## config.mk

```make
export PLATFORM = sky130hd
export DESIGN_NAME = battle_turn_engine
export DESIGN_NICKNAME = d
export VERILOG_FILES = /design/src/rtl/pbs_pkg.sv /design/src/rtl/dmg_calc.sv /design/src/rtl/battle_turn_engine.sv
export SDC_FILE = /design/constraint.sdc
export NUM_CORES = 1
export LEC_CHECK = 0
export BUFFER_PORTS_ARGS = -buffer_cell sky130_fd_sc_hd__buf_2
export CAP_MARGIN = 30
export CORE_ASPECT_RATIO = 1.1
export CORE_MARGIN = 1
export CORE_UTILIZATION = 55
export DETAILED_ROUTE_END_ITERATION = 7
export PLACE_DENSITY = 0.8
export SETUP_SLACK_MARGIN = 0.5
export SYNTH_ARGS = -nofsm -noshare
export SYNTH_HDL_FRONTEND = slang
export SYNTH_SLANG_ARGS = --single-unit
```

## constraint.sdc

```tcl
create_clock -name clk -period 9.28 [get_ports clk]
set_clock_uncertainty 0.1 [all_clocks]
set_input_delay 0.464 -clock clk [delete_from_list [all_inputs] [get_ports clk]]
set_output_delay 0.464 -clock clk [all_outputs]
set_load 0.05 [all_outputs]
```

## src/rtl/pbs_pkg.sv

```systemverilog
// Shared definitions for the turn-based battle engine.
//  - State encodings (4-bit) for the battle FSM.
//  - Outcome codes and small decode helpers used by the top level.
package pbs_pkg;

  localparam logic [3:0] ST_IDLE    = 4'd0;
  localparam logic [3:0] ST_P_LOAD  = 4'd1;
  localparam logic [3:0] ST_P_CALC  = 4'd2;
  localparam logic [3:0] ST_P_APPLY = 4'd3;
  localparam logic [3:0] ST_A_LOAD  = 4'd4;
  localparam logic [3:0] ST_A_CALC  = 4'd5;
  localparam logic [3:0] ST_A_APPLY = 4'd6;
  localparam logic [3:0] ST_VICTORY = 4'd7;
  localparam logic [3:0] ST_LOSS    = 4'd8;
  localparam logic [3:0] ST_DRAW    = 4'd9;

  localparam logic [1:0] OUT_NONE    = 2'd0;
  localparam logic [1:0] OUT_VICTORY = 2'd1;
  localparam logic [1:0] OUT_LOSS    = 2'd2;
  localparam logic [1:0] OUT_DRAW    = 2'd3;

  // Outcome carried by a state; OUT_NONE for every non-terminal state.
  function automatic logic [1:0] outcome_of(input logic [3:0] st);
    case (st)
      ST_VICTORY: outcome_of = OUT_VICTORY;
      ST_LOSS:    outcome_of = OUT_LOSS;
      ST_DRAW:    outcome_of = OUT_DRAW;
      default:    outcome_of = OUT_NONE;
    endcase
  endfunction

  // Battle in progress: anything that is neither IDLE nor terminal.
  function automatic logic is_busy(input logic [3:0] st);
    is_busy = (st != ST_IDLE) && (outcome_of(st) == OUT_NONE);
  endfunction

endpackage

```

## src/rtl/dmg_calc.sv

```systemverilog
// Damage calculator shared by both sides through an attacker mux.
//  clk, resetn : clock, synchronous active-low reset
//  en          : capture pow*atk this cycle (asserted in a CALC state)
//  pow, atk    : attacker's move power and attack stat
//  dmg         : (pow*atk) >> DMG_SHIFT, saturated to HP_W bits; holds
//                the last captured value until the next capture
module dmg_calc
  import pbs_pkg::*;
#(
  parameter int HP_W      = 8,
  parameter int POW_W     = 6,
  parameter int ATK_W     = 4,
  parameter int DMG_SHIFT = 2
) (
  input  logic             clk,
  input  logic             resetn,
  input  logic             en,
  input  logic [POW_W-1:0] pow,
  input  logic [ATK_W-1:0] atk,
  output logic [HP_W-1:0]  dmg
);

  localparam int PROD_W = POW_W + ATK_W;

  logic [PROD_W-1:0]      prod_q, prod_d;
  logic [PROD_W-1:0]      shifted;
  // Compare in a width wide enough for both operands so that any
  // combination of HP_W and PROD_W saturates correctly.
  logic [PROD_W+HP_W-1:0] shifted_ext;
  logic [PROD_W+HP_W-1:0] hp_max_ext;

  always_comb begin
    prod_d = prod_q;
    if (en) begin
      prod_d = PROD_W'(pow) * PROD_W'(atk);
    end
  end

  always_ff @(posedge clk) begin
    if (!resetn) begin
      prod_q <= '0;
    end else begin
      prod_q <= prod_d;
    end
  end

  always_comb begin
    shifted     = prod_q >> DMG_SHIFT;
    shifted_ext = {{HP_W{1'b0}}, shifted};
    hp_max_ext  = {{PROD_W{1'b0}}, {HP_W{1'b1}}};
    dmg         = (shifted_ext > hp_max_ext) ? {HP_W{1'b1}} : shifted_ext[HP_W-1:0];
  end

endmodule

```

## src/rtl/battle_turn_engine.sv

```systemverilog
// One complete player-vs-AI battle: load move, calculate damage, apply it
// to the defender with saturation, then pick the next turn or an outcome.
//  clk, resetn           : clock, synchronous active-low reset
//  start                 : latch init HP, stats, ai_first; (re)start battle
//  go                    : leave a LOAD state, latching that side's power
//  ai_first              : AI attacks first in every round
//  p_/a_hp_init, _atk    : initial HP and attack stats (latched at start)
//  p_/a_pow              : move power (latched on go in the owner's LOAD)
//  p_hp, a_hp, dmg       : current HP and last computed damage
//  dmg_valid             : high for the single APPLY cycle
//  turn_count            : completed rounds
//  state, busy, victory, loss, draw : status, decoded from the state reg
module battle_turn_engine
  import pbs_pkg::*;
#(
  parameter int HP_W      = 8,
  parameter int POW_W     = 6,
  parameter int ATK_W     = 4,
  parameter int DMG_SHIFT = 2,
  parameter int MAX_TURNS = 16,
  localparam int TURN_W   = $clog2(MAX_TURNS + 1)
) (
  input  logic              clk,
  input  logic              resetn,
  input  logic              start,
  input  logic              go,
  input  logic              ai_first,
  input  logic [HP_W-1:0]   p_hp_init,
  input  logic [HP_W-1:0]   a_hp_init,
  input  logic [ATK_W-1:0]  p_atk,
  input  logic [ATK_W-1:0]  a_atk,
  input  logic [POW_W-1:0]  p_pow,
  input  logic [POW_W-1:0]  a_pow,
  output logic [HP_W-1:0]   p_hp,
  output logic [HP_W-1:0]   a_hp,
  output logic [HP_W-1:0]   dmg,
  output logic              dmg_valid,
  output logic [TURN_W-1:0] turn_count,
  output logic [3:0]        state,
  output logic              busy,
  output logic              victory,
  output logic              loss,
  output logic              draw
);

  localparam logic [TURN_W-1:0] MAX_T = TURN_W'(MAX_TURNS);

  logic [3:0]        state_q, state_d;
  logic [HP_W-1:0]   p_hp_q, p_hp_d, a_hp_q, a_hp_d;
  logic [ATK_W-1:0]  p_atk_q, p_atk_d, a_atk_q, a_atk_d;
  logic [POW_W-1:0]  pow_q, pow_d;
  logic              ai_first_q, ai_first_d;
  logic [TURN_W-1:0] turn_q, turn_d;

  logic              calc_en;
  logic [ATK_W-1:0]  calc_atk;
  logic [HP_W-1:0]   dmg_w;
  logic [HP_W-1:0]   def_hp, hp_after;
  logic              round_end;
  logic [TURN_W-1:0] turn_inc;

  // Only one side is ever in CALC, so one power register and an atk mux
  // are enough to feed the shared calculator.
  assign calc_en  = (state_q == ST_P_CALC) || (state_q == ST_A_CALC);
  assign calc_atk = (state_q == ST_A_CALC) ? a_atk_q : p_atk_q;

  dmg_calc #(
    .HP_W      (HP_W),
    .POW_W     (POW_W),
    .ATK_W     (ATK_W),
    .DMG_SHIFT (DMG_SHIFT)
  ) u_dmg_calc (
    .clk    (clk),
    .resetn (resetn),
    .en     (calc_en),
    .pow    (pow_q),
    .atk    (calc_atk),
    .dmg    (dmg_w)
  );

  always_comb begin
    def_hp    = (state_q == ST_A_APPLY) ? p_hp_q : a_hp_q;
    hp_after  = (def_hp > dmg_w) ? (def_hp - dmg_w) : '0;
    // The round closes on whichever side attacks second.
    round_end = (state_q == ST_P_APPLY) ? ai_first_q : !ai_first_q;
    turn_inc  = turn_q + TURN_W'(1);
  end

  always_comb begin
    state_d    = state_q;
    p_hp_d     = p_hp_q;
    a_hp_d     = a_hp_q;
    p_atk_d    = p_atk_q;
    a_atk_d    = a_atk_q;
    pow_d      = pow_q;
    ai_first_d = ai_first_q;
    turn_d     = turn_q;
    case (state_q)
      ST_IDLE, ST_VICTORY, ST_LOSS, ST_DRAW: begin
        if (start) begin
          p_hp_d     = p_hp_init;
          a_hp_d     = a_hp_init;
          p_atk_d    = p_atk;
          a_atk_d    = a_atk;
          ai_first_d = ai_first;
          turn_d     = '0;
          state_d    = ai_first ? ST_A_LOAD : ST_P_LOAD;
        end
      end
      ST_P_LOAD: begin
        if (go) begin
          pow_d   = p_pow;
          state_d = ST_P_CALC;
        end
      end
      ST_A_LOAD: begin
        if (go) begin
          pow_d   = a_pow;
          state_d = ST_A_CALC;
        end
      end
      ST_P_CALC: state_d = ST_P_APPLY;
      ST_A_CALC: state_d = ST_A_APPLY;
      ST_P_APPLY, ST_A_APPLY: begin
        if (state_q == ST_P_APPLY) begin
          a_hp_d = hp_after;
        end else begin
          p_hp_d = hp_after;
        end
        if (hp_after == '0) begin
          state_d = (state_q == ST_P_APPLY) ? ST_VICTORY : ST_LOSS;
        end else if (round_end) begin
          turn_d  = turn_inc;
          state_d = (turn_inc == MAX_T) ? ST_DRAW
                  : (ai_first_q ? ST_A_LOAD : ST_P_LOAD);
        end else begin
          state_d = (state_q == ST_P_APPLY) ? ST_A_LOAD : ST_P_LOAD;
        end
      end
      default: state_d = ST_IDLE;
    endcase
  end

  always_ff @(posedge clk) begin
    if (!resetn) begin
      state_q    <= ST_IDLE;
      p_hp_q     <= '0;
      a_hp_q     <= '0;
      p_atk_q    <= '0;
      a_atk_q    <= '0;
      pow_q      <= '0;
      ai_first_q <= 1'b0;
      turn_q     <= '0;
    end else begin
      state_q    <= state_d;
      p_hp_q     <= p_hp_d;
      a_hp_q     <= a_hp_d;
      p_atk_q    <= p_atk_d;
      a_atk_q    <= a_atk_d;
      pow_q      <= pow_d;
      ai_first_q <= ai_first_d;
      turn_q     <= turn_d;
    end
  end

  assign p_hp       = p_hp_q;
  assign a_hp       = a_hp_q;
  assign dmg        = dmg_w;
  assign dmg_valid  = (state_q == ST_P_APPLY) || (state_q == ST_A_APPLY);
  assign turn_count = turn_q;
  assign state      = state_q;
  assign busy       = is_busy(state_q);
  assign victory    = (outcome_of(state_q) == OUT_VICTORY);
  assign loss       = (outcome_of(state_q) == OUT_LOSS);
  assign draw       = (outcome_of(state_q) == OUT_DRAW);

endmodule

```

Word level (Yosys, flattened, before mapping)
Cells that the tools add are included.

cells by class
  add/sub/neg operators = 2
  magnitude comparators = 2
  mux-type cells = 30
  $mul = 1
  bitwise logic cells = 0
  shift-type cells = 0
  divide/modulo/power cells = 0
  equal/unequal tests = 20
  reductions and logical operators = 18

operators by type and width
  operator             count
  $mux 8               7
  $mux 4               8
  $pmux 8 s2           2
  $pmux 4 s6           1
  $eq 4x3->1 const B   4
  $mux 5               3
  $ne 2x2->1 const B   7
  $mux 6               2
  $pmux 6 s2           1
  $reduce_and 3->1     4
  $mul 6x4->10         1
  $pmux 5 s2           1
  $mux 3               3
  $eq 4x2->1 const B   2
  $eq 4x4->1 const B   2
  $gt 8x8->1           1
  $gt 8x8->1 const B   1
  $logic_not 8->1      1
  $sub 8x8->8          1
  $pmux 2 s3           1
  $add 5x1->5 const B  1
  $eq 5x5->1 const B   1
  $eq 2x2->1 const B   2
  $eq 4x1->1 const B   1
  other kinds (13)     15

storage, ports and cells
  output and inout bits = 38
  memories kept = 0
  register bits = 50
  bits of input ports = 41
  latch bits = 0
  memory bits (writable) = 0
  memory bits (read-only) = 0

Depth between registers and ports, before layout
  word-level depth = 7
  depth in mapped cells = 17
  gate-level depth less buffers = 17

Modules after synthesis
A second synthesis with hierarchy kept.

unflattened totals
  cells, all modules = 471
  area, all modules = 3,723.6 µm²

by module, submodules not included
  module              cells an instance  sequential area each (µm²)  area an instance (µm²)  times used
  battle_turn_engine  359                800.8                       2,750.1                 1
  dmg_calc            112                160.2                       973.4                   1

Least setup slack after synthesis
Ideal clock, no wire load.

  path kind = register to register
  from = register state_q[0], in the netlist state[0]
  to = register u_dmg_calc.prod_q[8]
  path buffers = 1
  cell stages (with the launch flop) = 17
  slack = 4.814 ns
  setup time = 0.066 ns
  arrival = 4.300 ns
  required time = 9.114 ns
  clock period less this slack = 4.466 ns
  cell sequence = dfxtp_1 > clkbuf_1 > nand2b_1 > nor2_1 > mux2i_1 > nand2b_1 > fa_1 > fa_1 > inv_1 > fa_1 > a21o_1 > a21oi_1 > o21bai_1 > a21oi_1 > xnor2_1 > mux2i_1 > nor2b_1

between the ends
  longest elaborated chain between the ends = 3
  elaborated cells between the ends (all ways) = 5
  classes of those cells = 1 x mul; 2 x eq/ne; 1 x mux; 1 x reduce/logical

ends and longest elaborated chain
  what                      RTL line                                            RTL
  start: declaration        battle_turn_engine.sv:48                            logic [3:0] state_q, state_d;
  start signal: assignment  battle_turn_engine.sv:155                           state_q <= state_d;
  $eq 4x3->1                battle_turn_engine.sv:64, battle_turn_engine.sv:65
  $mux 4                    battle_turn_engine.sv:65                            assign calc_atk = (state_q == ST_A_CALC) ? a_atk_q : p_atk_q;
  $mul 6x4->10              dmg_calc.sv:35                                      prod_d = PROD_W'(pow) * PROD_W'(atk);
  end signal: assignment    dmg_calc.sv:43                                      prod_q <= prod_d;
  end: declaration          dmg_calc.sv:25                                      logic [PROD_W-1:0] prod_q, prod_d;

Parallel ways exist; a longest one is shown, timed or not.
A chain may end at the register's enable or synchronous reset.

Worst setup path in the final report
Ends and elaborated chain as after synthesis.

==> run summary <==
Fill cells in the final layout number 575. The portion of total power attributed to the clock network is 11.7%, and the die outline width is 80.3 microns. The fraction of synthesized cell area in xor and xnor cells is 1.89%. The routed design could run at a clock period as short as 4.68 ns.

The library cells used most frequently in the layout, excluding fill and tap cells, are sky130_fd_sc_hd__buf_2 (78), sky130_fd_sc_hd__nand2_1 (65), sky130_fd_sc_hd__dfxtp_1 (48). The tools report the aggregate global routing overflow as 0. After synthesis, the largest family of logic cells by area is compound AO/OA/AOI/OAI gates.

The kind of start point of the critical path is a register. The adder-cell area share of the yosys netlist was 12.3%. After detailed routing, the average wire length per cell comes to 15.1 microns. The final cycle utilization of the critical path is 50.4%. For the antenna diode count, the log shows 0. Counting flops with a built-in enable in the synthesized netlist gives 0.

The max-slew violation count was 0. Counting every sink on the clock net gives 48. In the synthesized netlist the dominant register cell turns out to be sky130_fd_sc_hd__dfxtp_1. The register clock-pin slew on the reported worst setup and hold paths is 0.10 ns, and the count of TritonRoute iterations in the first routing pass is 4.

The total setup buffers inserted after CTS was 0; the height of the die was 88.1 microns. After Yosys synthesis, and, or, nand and nor cells account for 24.3% of the synthesized area. Summing the sequential cell areas from Yosys gives 25.9% of the chip area.

In the routed layout, each cell is associated on average with a via count of 5.77. For the initial antenna violation count, the log shows 0. The power density normalized to cell area is 261 nW/um^2. Critical setup path kind: register to register. The logs give 214 MHz for the maximum clock frequency and 6.85 mm for the detailed placer's ending HPWL. The logs give 3710 sq um for the post-synthesis cell area and 14.7 mm for the global-route wire length before repair. Worst-margin pin slew: 1.01 ns. Clock tree synthesis selected as its root buffer the cell sky130_fd_sc_hd__clkbuf_8. Wires add up to 8.90 mm. The count of endpoints failing hold in the final timing report is 0, and the total of flip-flops plus latches after synthesis is 48. Routability-driven placement finished with a final weighted congestion of 0.876.

The count of maximum capacitance violations was 0. For the effective utilization at floorplan, the log shows 56.6%. The H-tree was split into 2 levels. The run gives 26.5% as the overall track demand over capacity in global routing. The post-layout instance count excluding filler cells was 591. The finished cells cover 4160 sq um. Number of rows created at floorplan: 31. The tools report the count of final setup violators as 0. TritonCTS built the clock tree. The count of buffers added on input and output ports is 78. The run gives 3413 as the vias after detailed routing.

The flow ran to the end, and the final reports show no timing, DRC or antenna violations. The run gives 0 as the count of hold-fix buffers inserted at cts. Number of global-route vias before repair: 3156.

The class of the tightest hold or removal check is input pin to register. The area of placed instances was 4070 sq um. A synthesized cell averages 8.29 sq um. After detailed routing, the number of remaining DRC violations is 0. The run gives 4.77 ns as the critical path data arrival time. The logs give 7070 sq um for the die footprint and 519 for the synthesized net count.

The count of nets left with antenna violations once routing finished came out at 0. The fraction of the mapped netlist area in compound gates was 24.4%. In the final layout, the share of cells above drive strength 1 is 23.0%. For this run, the number of Yosys warnings is 0.

The number of gates resized after CTS was 0. The reported net switching power came out at 547 uW. During I/O placement, the number of pins put on the boundary was 79.

No sink is reached through more buffers than the 2 on the longest clock path. Setup repair after global routing left no endpoint under its margin. The tools report the register share of total power as 28.2%. At the end of the flow, the number of nets in the layout was 580.

In the final layout, flip-flops and latches occupy 961 sq um. The tools report the endpoint kind of the worst setup timing path as a register. The combinational group share of total power is 60.1%. Of all nets on the critical path, the largest fanout is 19. The area growth from synthesis to layout is 12.3%.

The maximum vdd ir drop was 0.000194 V; the initial DRC count was 262. The data required time of the worst path was 9.37 ns. Entering global routing, the biggest net connects 54 pins. The synthesized instance count came out at 447. Leaving out fill and tap cells, the most frequent cell in the layout is sky130_fd_sc_hd__buf_2. Setup total negative slack on the finished layout was measured at 0 ns. The analysis attributes to cell leakage a power of 0.00195 uW.

The unique cell type count in the Yosys netlist was 69; the multiplexer fraction of the synthesized cell area was 5.26%. The switching share of power is 50.3%. Post-synthesis async set-or-reset flop share: 0%.

The total area inside the core boundary comes to 6560 sq um. In this run the tightest slew margin relative to its limit is 32.4%. For the worst-skew pair, the clock arrives at the later sink with an insertion delay of 0.30 ns.

The clock buffer count from CTS was 5. The internal power component came out at 540 uW. After detailed placement, the design holds a cell count of 583. The run gives 2530 sq um as the multi-input gate area in the final layout.
worst max-delay path, stage by stage, from the launching register on:
cell                       delay [ns]
sky130_fd_sc_hd__dfxtp_1         0.71
sky130_fd_sc_hd__nand2b_1        0.19
sky130_fd_sc_hd__nor2_1          0.39
sky130_fd_sc_hd__mux2i_1         0.48
sky130_fd_sc_hd__nand2b_1        0.20
sky130_fd_sc_hd__fa_1            0.45
sky130_fd_sc_hd__fa_1            0.54
sky130_fd_sc_hd__inv_1           0.07
sky130_fd_sc_hd__fa_1            0.46
sky130_fd_sc_hd__a21o_1          0.19
sky130_fd_sc_hd__a21oi_1         0.22
sky130_fd_sc_hd__o21bai_1        0.09
sky130_fd_sc_hd__a21oi_1         0.18
sky130_fd_sc_hd__xnor2_1         0.09
sky130_fd_sc_hd__mux2i_1         0.16
sky130_fd_sc_hd__nor2b_1         0.06
power groups by stage:
stage          Combinational, uW  Clock (uW)  Sequential (uW)
2_1_floorplan                455           0              389
3_3_place_gp                 632           0              308
3_5_place_dp                 647           0              311
4_1_cts                      652         129              305
5_1_grt                      712         138              314
6_report                     654         127              307
cells by family (layout without fill, tap and decap cells):
logic type | after synthesis | in the layout
and+or+nand+nor | 175 | 175
AOI/OAI and AO/OA | 120 | 120
DFF | 48 | 48
buffers and inverters | 46 | 108
adders and majority gates | 31 | 31
muxes | 19 | 19
xor gates and xnor gates | 8 | 8
per-layer routing:
metal | vias to the layer above | part of all wire, % | GRT usage (%)
met2 | 115 | 50 | 48.0
met3 | 19 | 4.9 | 4.38
li1 | 1700 | - | -
met5 | - | 0 | 0
met4 | 0 | 2.3 | 8.28
met1 | 1579 | 43 | 31.9
registers in the layout, indices dropped and copies added, names as in the netlist:
signal	cells
ai_first_q	1
state	4
a_atk_q	4
pow_q	6
turn_count	5
p_hp	8
p_atk_q	4
u_dmg_calc.prod_q	8
a_hp	8
layout make-up:
class | count | share of cell area (%)
Tap cell | 82 | 2.47
Inverter | 21 | 1.89
Clock buffer | 5 | 1.65
Timing Repair Buffer | 79 | 9.56
Clock inverter | 3 | 0.451
Sequential cell | 48 | 23.1
Multi-Input combinational cell | 353 | 60.9
through the flow:
| step | util, % | power [uW] | hold slack (ns) | setup slack (ns) |
|---|---|---|---|---|
| finish | 63.5 | 1090 | 0.301 | 4.60 |
| global route | 63.5 | 1170 | 0.305 | 4.25 |
| CTS | 63.5 | 1090 | 0.297 | 4.60 |
| detailed placement | 62.1 | 958 | 0.361 | 4.63 |
| global placement | 62.0 | 940 | 0.359 | 4.85 |
| floorplan | - | 844 | 0.343 | 4.81 |
synthesized netlist by cell type (all sizes together) (8+ instances only):
library cell | number | area share [%]
nand2 | 65 | 6.6
dfxtp | 48 | 26
nor2 | 24 | 2.4
a21oi | 23 | 3.1
ha | 22 | 7.4
nor2b | 22 | 3.9
o21ai | 22 | 3.1
inv | 21 | 2.1
mux2i | 18 | 4.9
nand2b | 16 | 2.7
clkbuf | 15 | 1.5
a21boi | 11 | 2.2
o221a | 10 | 3.0
buf | 9 | 2.0
fa | 9 | 4.9
o21a | 9 | 1.8
o211a | 8 | 2.2
worst paths after layout:
path | startpoint | to | slack [ns] | cells past startpoint
hold / removal | a_atk[3] | a_atk_q[3] | 0.30 | 3
setup / recovery | state[0] | u_dmg_calc.prod_q[8] | 4.60 | 15
hold reg to reg | a_atk_q[2] | a_atk_q[2] | 0.37 | 2
setup reg to reg | state[0] | u_dmg_calc.prod_q[8] | 4.60 | 15
Note: power is estimated with default switching activity, not from simulation.
